$ cat src/rtl/img_frame_writer.sv
// -----------------------------------------------------------------------------
// img_frame_writer
//   Consumer end of the selected video stream. Pairs of RGB565 pixels are
//   packed into 32-bit words (first pixel in [15:0], second in [31:16]). The
//   words are buffered in a show-ahead FIFO of depth 2*BURST_LEN. The FIFO is
//   drained to the frame-buffer memory controller as fixed-length write bursts
//   using a request/acknowledge handshake. The block also tracks frame
//   boundaries, the write address, FIFO overflow and the completed bank.
//
// Optional feature macro: IMG_WR_PINGPONG_EN
//   defined   : two frame buffers, at FRAME_BASE and FRAME_BASE+FRAME_WORDS.
//               The write bank toggles on each completed frame.
//   undefined : single buffer at FRAME_BASE; rd_bank is tied to 0.
//
// Ports:
//   clk          pixel/system clock
//   rst          asynchronous reset, active-low
//   img_vs       vertical sync (active-high); a rising edge starts a new frame
//   img_de       data enable (active video)
//   img_data_en  pixel strobe
//   img_data     RGB565 pixel
//   wr_req       burst request to the memory controller
//   wr_ack       one-cycle grant of the current request
//   wr_addr      burst start word address; stable while wr_req=1
//   wr_en        write-data strobe (one FIFO pop per strobe)
//   wr_data      write word (FIFO head)
//   wr_rdy       controller accepts a word this cycle
//   frame_done   one-cycle pulse after the last burst of a frame
//   ovf          sticky FIFO overflow flag, cleared at frame start
//   rd_bank      bank holding the last complete frame
// -----------------------------------------------------------------------------
module img_frame_writer #(
  parameter int                H_ACT      = 640,
  parameter int                V_ACT      = 480,
  parameter int                BURST_LEN  = 64,
  parameter int                ADDR_W     = 22,
  parameter logic [ADDR_W-1:0] FRAME_BASE = {ADDR_W{1'b0}}
) (
  input  logic              clk,
  input  logic              rst,
  input  logic              img_vs,
  input  logic              img_de,
  input  logic              img_data_en,
  input  logic [15:0]       img_data,
  output logic              wr_req,
  input  logic              wr_ack,
  output logic [ADDR_W-1:0] wr_addr,
  output logic              wr_en,
  output logic [31:0]       wr_data,
  input  logic              wr_rdy,
  output logic              frame_done,
  output logic              ovf,
  output logic              rd_bank
);

  localparam int FRAME_WORDS = (H_ACT * V_ACT) / 2;
  localparam int DEPTH       = 2 * BURST_LEN;
  localparam int PTR_W       = $clog2(DEPTH);
  localparam int CNT_W       = PTR_W + 1;
  localparam int FW_W        = $clog2(FRAME_WORDS + 1);
  localparam int BEAT_W      = $clog2(BURST_LEN + 1);

  localparam logic [CNT_W-1:0]  DEPTH_C     = CNT_W'(DEPTH);
  localparam logic [CNT_W-1:0]  BURST_C     = CNT_W'(BURST_LEN);
  localparam logic [CNT_W-1:0]  CNT_ONE_C   = CNT_W'(1);
  localparam logic [PTR_W-1:0]  PTR_ONE_C   = PTR_W'(1);
  localparam logic [FW_W-1:0]   FW_C        = FW_W'(FRAME_WORDS);
  localparam logic [FW_W-1:0]   FW_BL_C     = FW_W'(BURST_LEN);
  localparam logic [FW_W-1:0]   FW_ONE_C    = FW_W'(1);
  localparam logic [BEAT_W-1:0] BEAT_LAST_C = BEAT_W'(BURST_LEN - 1);
  localparam logic [BEAT_W-1:0] BEAT_ONE_C  = BEAT_W'(1);
  localparam logic [ADDR_W-1:0] ADDR_STEP_C = ADDR_W'(BURST_LEN);

  typedef enum logic [1:0] {
    ST_IDLE  = 2'd0,
    ST_REQ   = 2'd1,
    ST_BURST = 2'd2,
    ST_DONE  = 2'd3
  } state_t;

  state_t             state_r;
  state_t             state_nxt_s;

  logic               vs_d_r;
  logic               vs_pend_r;
  logic               vs_rise_s;
  logic               service_s;

  logic               half_r;
  logic [15:0]        lo_r;
  logic [FW_W-1:0]    in_cnt_r;
  logic               accept_s;
  logic               push_s;
  logic               push_ok_s;
  logic               full_s;

  logic [31:0]        mem_r [DEPTH];
  logic [PTR_W-1:0]   wr_ptr_r;
  logic [PTR_W-1:0]   rd_ptr_r;
  logic [CNT_W-1:0]   fill_r;

  logic [BEAT_W-1:0]  beat_r;
  logic [FW_W-1:0]    wcnt_r;
  logic [ADDR_W-1:0]  addr_r;
  logic [ADDR_W-1:0]  base_s;
  logic               done_hit_s;
  logic               frame_done_r;
  logic               ovf_r;

  // A new frame is only started from IDLE so an in-flight burst always finishes.
  assign vs_rise_s  = img_vs & ~vs_d_r;
  assign service_s  = (state_r == ST_IDLE) & vs_pend_r;

  // Pixels are dropped while a frame start is pending.
  assign accept_s   = img_de & img_data_en & ~vs_pend_r;
  assign push_s     = accept_s & half_r & (in_cnt_r != FW_C);
  assign full_s     = (fill_r == DEPTH_C);
  assign push_ok_s  = push_s & ~full_s;

  assign done_hit_s = (state_r == ST_DONE) & ((wcnt_r + FW_BL_C) == FW_C);

  assign wr_req     = (state_r == ST_REQ);
  // Entry needs fill >= BURST_LEN, so the FIFO cannot run dry during a burst.
  assign wr_en      = (state_r == ST_BURST) & wr_rdy;
  assign wr_data    = mem_r[rd_ptr_r];
  assign wr_addr    = addr_r;
  assign frame_done = frame_done_r;
  assign ovf        = ovf_r;

`ifdef IMG_WR_PINGPONG_EN
  localparam logic [ADDR_W-1:0] BANK1_BASE_C = FRAME_BASE + ADDR_W'(FRAME_WORDS);

  logic wbank_r;
  logic rd_bank_r;

  assign base_s  = wbank_r ? BANK1_BASE_C : FRAME_BASE;
  assign rd_bank = rd_bank_r;

  // Bank bookkeeping: completed frame becomes readable, writer moves on.
  always_ff @(posedge clk or negedge rst) begin
    if (!rst) begin
      wbank_r   <= 1'b0;
      rd_bank_r <= 1'b0;
    end else if (done_hit_s) begin
      rd_bank_r <= wbank_r;
      wbank_r   <= ~wbank_r;
    end else begin
      rd_bank_r <= rd_bank_r;
      wbank_r   <= wbank_r;
    end
  end
`else
  assign base_s  = FRAME_BASE;
  assign rd_bank = 1'b0;
`endif

  // Frame-start detection: registered vs edge raises a pending request.
  always_ff @(posedge clk or negedge rst) begin
    if (!rst) begin
      vs_d_r    <= 1'b0;
      vs_pend_r <= 1'b0;
    end else begin
      vs_d_r <= img_vs;
      if (vs_rise_s) begin
        vs_pend_r <= 1'b1;
      end else if (service_s) begin
        vs_pend_r <= 1'b0;
      end else begin
        vs_pend_r <= vs_pend_r;
      end
    end
  end

  // Packer, FIFO pointers/fill and per-frame packed-word count.
  always_ff @(posedge clk or negedge rst) begin
    if (!rst) begin
      half_r   <= 1'b0;
      lo_r     <= 16'h0000;
      in_cnt_r <= {FW_W{1'b0}};
      wr_ptr_r <= {PTR_W{1'b0}};
      rd_ptr_r <= {PTR_W{1'b0}};
      fill_r   <= {CNT_W{1'b0}};
    end else if (service_s) begin
      // Flush: an odd leftover pixel and all buffered words are discarded.
      half_r   <= 1'b0;
      in_cnt_r <= {FW_W{1'b0}};
      wr_ptr_r <= {PTR_W{1'b0}};
      rd_ptr_r <= {PTR_W{1'b0}};
      fill_r   <= {CNT_W{1'b0}};
    end else begin
      if (accept_s) begin
        half_r <= ~half_r;
        if (!half_r) begin
          lo_r <= img_data;
        end
      end
      if (push_s) begin
        in_cnt_r <= in_cnt_r + FW_ONE_C;
      end
      if (push_ok_s) begin
        wr_ptr_r <= wr_ptr_r + PTR_ONE_C;
      end
      if (wr_en) begin
        rd_ptr_r <= rd_ptr_r + PTR_ONE_C;
      end
      case ({push_ok_s, wr_en})
        2'b10:   fill_r <= fill_r + CNT_ONE_C;
        2'b01:   fill_r <= fill_r - CNT_ONE_C;
        default: fill_r <= fill_r;
      endcase
    end
  end

  // FIFO storage; contents need no reset because fill gates visibility.
  always_ff @(posedge clk) begin
    if (push_ok_s) begin
      mem_r[wr_ptr_r] <= {img_data, lo_r};
    end
  end

  // Overflow flag: sticky until the next frame start is serviced.
  always_ff @(posedge clk or negedge rst) begin
    if (!rst) begin
      ovf_r <= 1'b0;
    end else if (service_s) begin
      ovf_r <= 1'b0;
    end else if (push_s & full_s) begin
      ovf_r <= 1'b1;
    end else begin
      ovf_r <= ovf_r;
    end
  end

  // Burst FSM state register.
  always_ff @(posedge clk or negedge rst) begin
    if (!rst) begin
      state_r <= ST_IDLE;
    end else begin
      state_r <= state_nxt_s;
    end
  end

  // Burst FSM next-state logic.
  always_comb begin
    state_nxt_s = state_r;
    case (state_r)
      ST_IDLE: begin
        if (!vs_pend_r && (fill_r >= BURST_C)) begin
          state_nxt_s = ST_REQ;
        end else begin
          state_nxt_s = ST_IDLE;
        end
      end
      ST_REQ: begin
        if (wr_ack) begin
          state_nxt_s = ST_BURST;
        end else begin
          state_nxt_s = ST_REQ;
        end
      end
      ST_BURST: begin
        if (wr_en && (beat_r == BEAT_LAST_C)) begin
          state_nxt_s = ST_DONE;
        end else begin
          state_nxt_s = ST_BURST;
        end
      end
      ST_DONE: begin
        state_nxt_s = ST_IDLE;
      end
      default: begin
        state_nxt_s = ST_IDLE;
      end
    endcase
  end

  // Beat counter, write address, completed-word count and frame_done pulse.
  always_ff @(posedge clk or negedge rst) begin
    if (!rst) begin
      beat_r       <= {BEAT_W{1'b0}};
      wcnt_r       <= {FW_W{1'b0}};
      addr_r       <= FRAME_BASE;
      frame_done_r <= 1'b0;
    end else begin
      frame_done_r <= done_hit_s;
      if ((state_r == ST_BURST) && wr_en) begin
        beat_r <= (beat_r == BEAT_LAST_C) ? {BEAT_W{1'b0}} : (beat_r + BEAT_ONE_C);
      end
      if (service_s) begin
        wcnt_r <= {FW_W{1'b0}};
        addr_r <= base_s;
      end else if (state_r == ST_DONE) begin
        wcnt_r <= wcnt_r + FW_BL_C;
        addr_r <= addr_r + ADDR_STEP_C;
      end else begin
        wcnt_r <= wcnt_r;
        addr_r <= addr_r;
      end
    end
  end

endmodule

$ cat config.mk
export PLATFORM = sky130hd
export DESIGN_NAME = img_frame_writer
export DESIGN_NICKNAME = d
export VERILOG_FILES = /design/src/rtl/img_frame_writer.sv
export SDC_FILE = /design/constraint.sdc
export NUM_CORES = 2
export LEC_CHECK = 0
export BUFFER_PORTS_ARGS = -buffer_cell sky130_fd_sc_hd__buf_2
export CAP_MARGIN = 20
export CORE_AREA = 2 2 601 603
export CTS_CLUSTER_DIAMETER = 30
export DETAILED_ROUTE_END_ITERATION = 10
export DIE_AREA = 0 0 603 605
export PLACE_DENSITY = 0.58
export SLEW_MARGIN = 20
export SYNTH_ARGS = -nofsm -noshare
export SYNTH_HDL_FRONTEND = slang
export SYNTH_SLANG_ARGS = --single-unit
$ cat constraint.sdc
create_clock -name clk -period 3.4 [get_ports clk]
set_input_delay 0.68 -clock clk [delete_from_list [all_inputs] [get_ports clk]]
set_output_delay 0.68 -clock clk [all_outputs]
set_load 0.02 [all_outputs]
==> results.yml <==
yosys:
  synthesis.area_um2: 161000
  synth.cells.most_frequent: "4,096 x sky130_fd_sc_hd__edfxtp_1, 1,074 x sky130_fd_sc_hd__mux4_2, 247 x sky130_fd_sc_hd__nor2_1, 224 x sky130_fd_sc_hd__mux2_2, 163 x sky130_fd_sc_hd__clkbuf_1"
  ys_top_cells_by_area: "sky130_fd_sc_hd__edfxtp_1 76%, sky130_fd_sc_hd__mux4_2 15%, sky130_fd_sc_hd__mux2_2 1.6%, sky130_fd_sc_hd__dfrtp_1 1.5%, sky130_fd_sc_hd__nor2_1 0.58%"
  synth.distinct_cells: 56
  yosys.area.top_type_share: 0.765
  asyncSetResetFlopFracSynth: 0.0234
  synth-seq-cells: 4194
  synth_edf_count: 4096
  yosysMostFrequentCell: "sky130_fd_sc_hd__edfxtp_1"
  yosys.area.top_type: "sky130_fd_sc_hd__edfxtp_1"
  mean_cell_area_of_the_mapped_netlist_um2: 23.0
  ys_dominant_reg_cell: "sky130_fd_sc_hd__edfxtp_1"
  yosys_synthesis_warning_count: 0
  synthCells: 7003
  ys_seq_area_frac: 0.780
critical_path:
  max_stage_delay_cell_worst_path: "sky130_fd_sc_hd__dfrtp_4"
  data_required_time_of_the_worst_path_ps: 2720
  critPathMaxFanout: 13
  timing.setup.critical_path_class: "reg2out"
  critical_path.startpoint_type: "flop"
  crit_chain: "buf_16, buf_16, buf_12, buf_12, mux4_2, mux2_2, o22ai_2, nor2_2, buf_4, nand3_2, buf_4, a21oi_2, buf_4, buf_2"
  crit_path_frequent_cell: "sky130_fd_sc_hd__buf_4"
  worst_setup_path_end_kind: "output pin"
  timing.critical_path.arrival_ps: 4230
  critical_path.max_stage_delay_ps: 500
run_status:
  run_status: "finished with violations"
  violated_checks: "setup timing"
sta:
  final_critical_path_setup_slack_ps: -1510
  finalHoldViolations: 0
  worst_pin_slew_ps: 1080
  worst_slew_margin_rel: 0.281
  setup_viol: 32
  finalCriticalPeriod_ps: 4910
  period_share: 1.45
  clock_skew_ps: 74.8
  unrepaired_setup_endpoints_after_global_routing: "yes"
  finalMaxSlewViolations: 0
  fin_setup_tns_ps: -45110
  fmaxAchievable_mhz: 203
detailed_routing:
  routedWlPerCell_um: 32.1
  remaining_drc_errors: 0
  aggregate_routed_wire_length_um: 445000
  drtAntennaViolNets: 0
  drt_iter0_markers: 10100
  detailroute.via_count: 82300
  drt_pre_antenna_iters: 6
  avgViaCountPerCell: 5.94
die:
  fp.coreArea_um2: 358000
  die_h_um: 605
  die_footprint_um2: 365000
  initial_utilization: 0.449
  top_level_ports: 82
  die_width_um: 603
  num_rows: 220
power_and_ir_drop:
  total_leakage_power_nw: 65.9
  p_switching_mw: 30.6
  internal_power_mw: 110
  powerDensity_nw_per_um2: 682
  power.clock.fraction: 0.549
  switching_share: 0.218
  maximum_ir_drop_on_the_vdd_rail_mv: 0.529
  comb_power_share: 0.022
  pwr-share-seq: 0.430
clocking:
  clk_transition_reported_paths_ps: 50
  master_cell_of_the_clock_root_buffer: "sky130_fd_sc_hd__clkbuf_16"
  numCtsBuffers: 775
  cts.path.max_buffers: 4
  tritoncts: "built"
  number_of_clock_sinks_seen_by_cts: 4194
  clkLatencyLatePin_ps: 1090
  clock_tree.htree_level_count: 6
finish:
  synthToLayoutAreaGrowth_pct: 28.0
  drive_gt1_frac: 0.425
  finish.net_count: 8436
global_route:
  antenna_found_initial: 18
  grt_start_max_net_pins: 130
  all_layer_global_routing_usage: 0.242
  grt-ovfl-total: 0
  first_global_vias: 84000
  first_pass_grt_wire_length_um: 627000
placed_design:
  place.gp.congestion: 0.867
  place_hpwl_um: 254000
  portBuffers: 74
  pre_cts_ws_ps: -924
min_path:
  worstHoldPathType: "in2reg"
run:
  drv_cap: 0
[worst max-delay path, delay by kind of cell, from the launching register on]
family          cells  cell delay, ps
compound gates      2             260
simple gates        2             240
buf+inv             8            1380
mux                 2             770
flops               1             500
[state kept, by name, summed over array words and instances, names as in the netlist, 7 cells and up]
name      flops
wcnt_r       12
fill_r        8
wr_ptr_r      7
in_cnt_r     18
lo_r         16
beat_r        7
wr_addr      16
rd_ptr_r      7
mem_r      4096
[timing repair]
item                                   4_1_cts  5_1_grt
setup buffers                               29       25
pin swaps                                   11       15
gates cloned                                13        6
endpoints found under the hold margin       84        0
resized for setup                          189       79
hold buffers                                 6        0
setup endpoints to repair                   32       33
[logic make-up after synthesis]
family | after synthesis | synth area share
and+or+nand+nor | 542 | 0.0151
adders and majority gates | 12 | 0.000934
buffers and inverters | 397 | 0.0121
muxes | 1332 | 0.168
DFF | 4194 | 0.780
AOI/OAI and AO/OA | 492 | 0.0217
xor gates and xnor gates | 33 | 0.00180
other | 1 | 0.0000233
[metal layers]
metal | wire length [um] | track usage | share of wire
met5 | 0 | 0 | 0
met4 | 14100 | 0.0765 | 0.032
met3 | 36400 | 0.0410 | 0.082
met2 | 210000 | 0.380 | 0.47
met1 | 184000 | 0.350 | 0.41
[final timing paths]
kind / from / end / slack (ps) / cells after the start
min in group asynchronous: rst / in_cnt_r[6]$_DFFE_PN0P_ / 250 / 2
worst min register to register: vs_d_r$_DFF_PN0_ / vs_pend_r$_DFFE_PN0P_ / 420 / 1
worst min-delay path: img_data[9] / mem_r[78][25]$_DFFE_PP_ / 60 / 1
worst max-delay path: rd_ptr_r[0]$_DFFE_PN0P_ / wr_data[15] / -1510 / 14
worst max register to register: fill_r[0]$_DFFE_PN0P_ / fill_r[7]$_DFFE_PN0P_ / 230 / 12
max in group asynchronous: rst / fill_r[4]$_DFFE_PN0P_ / 2410 / 3
[power groups by stage]
stage                     registers (mW)  clock network [mW]  logic (mW)
after floorplan                     61.4                   0       0.220
after global placement              61.3                   0        2.74
after detailed placement            61.4                   0        2.93
after CTS                           60.4                78.0        2.95
after global routing                60.3                80.4        3.20
final                               60.3                77.1        3.02
[final cells by class]
type / count / area (um2)
multi-input cells: 2418 / 35300
repair buffers: 1002 / 12200
flip-flops and latches: 4194 / 126000
clock inverters: 577 / 6760
inverters: 10 / 37.5
diodes: 7 / 17.5
well taps: 4773 / 5970
fillers: 25600 / 152000
clock buffers: 869 / 20000
[stage by stage]
step	instances	instance area, um2	util	power (mW)	hold slack [ps]
after floorplan	7009	161000	-	61.6	384
after global placement	12300	177000	0.493	64.0	416
after detailed placement	12300	177000	0.493	64.3	416
after CTS	13800	205000	0.573	141	10.2
after global routing	13800	206000	0.575	144	45.3
final	13900	206000	0.575	140	59.9
[layout by cell type, fill, tap and decap left out, types with 73 or more instances in the layout]
cell type	instances
sky130_fd_sc_hd__buf_12	298
sky130_fd_sc_hd__mux2_2	222
sky130_fd_sc_hd__dfrtp_1	77
sky130_fd_sc_hd__edfxtp_1	4096
sky130_fd_sc_hd__bufinv_16	100
sky130_fd_sc_hd__nor2_1	98
sky130_fd_sc_hd__nand2_1	103
sky130_fd_sc_hd__clkbuf_16	788
sky130_fd_sc_hd__mux4_2	1074
sky130_fd_sc_hd__clkinv_1	100
sky130_fd_sc_hd__o22ai_1	73
sky130_fd_sc_hd__nor2_4	136
sky130_fd_sc_hd__clkinv_2	122
sky130_fd_sc_hd__buf_4	570
sky130_fd_sc_hd__clkbuf_1	80
Note: power is estimated with default switching activity, not from simulation.
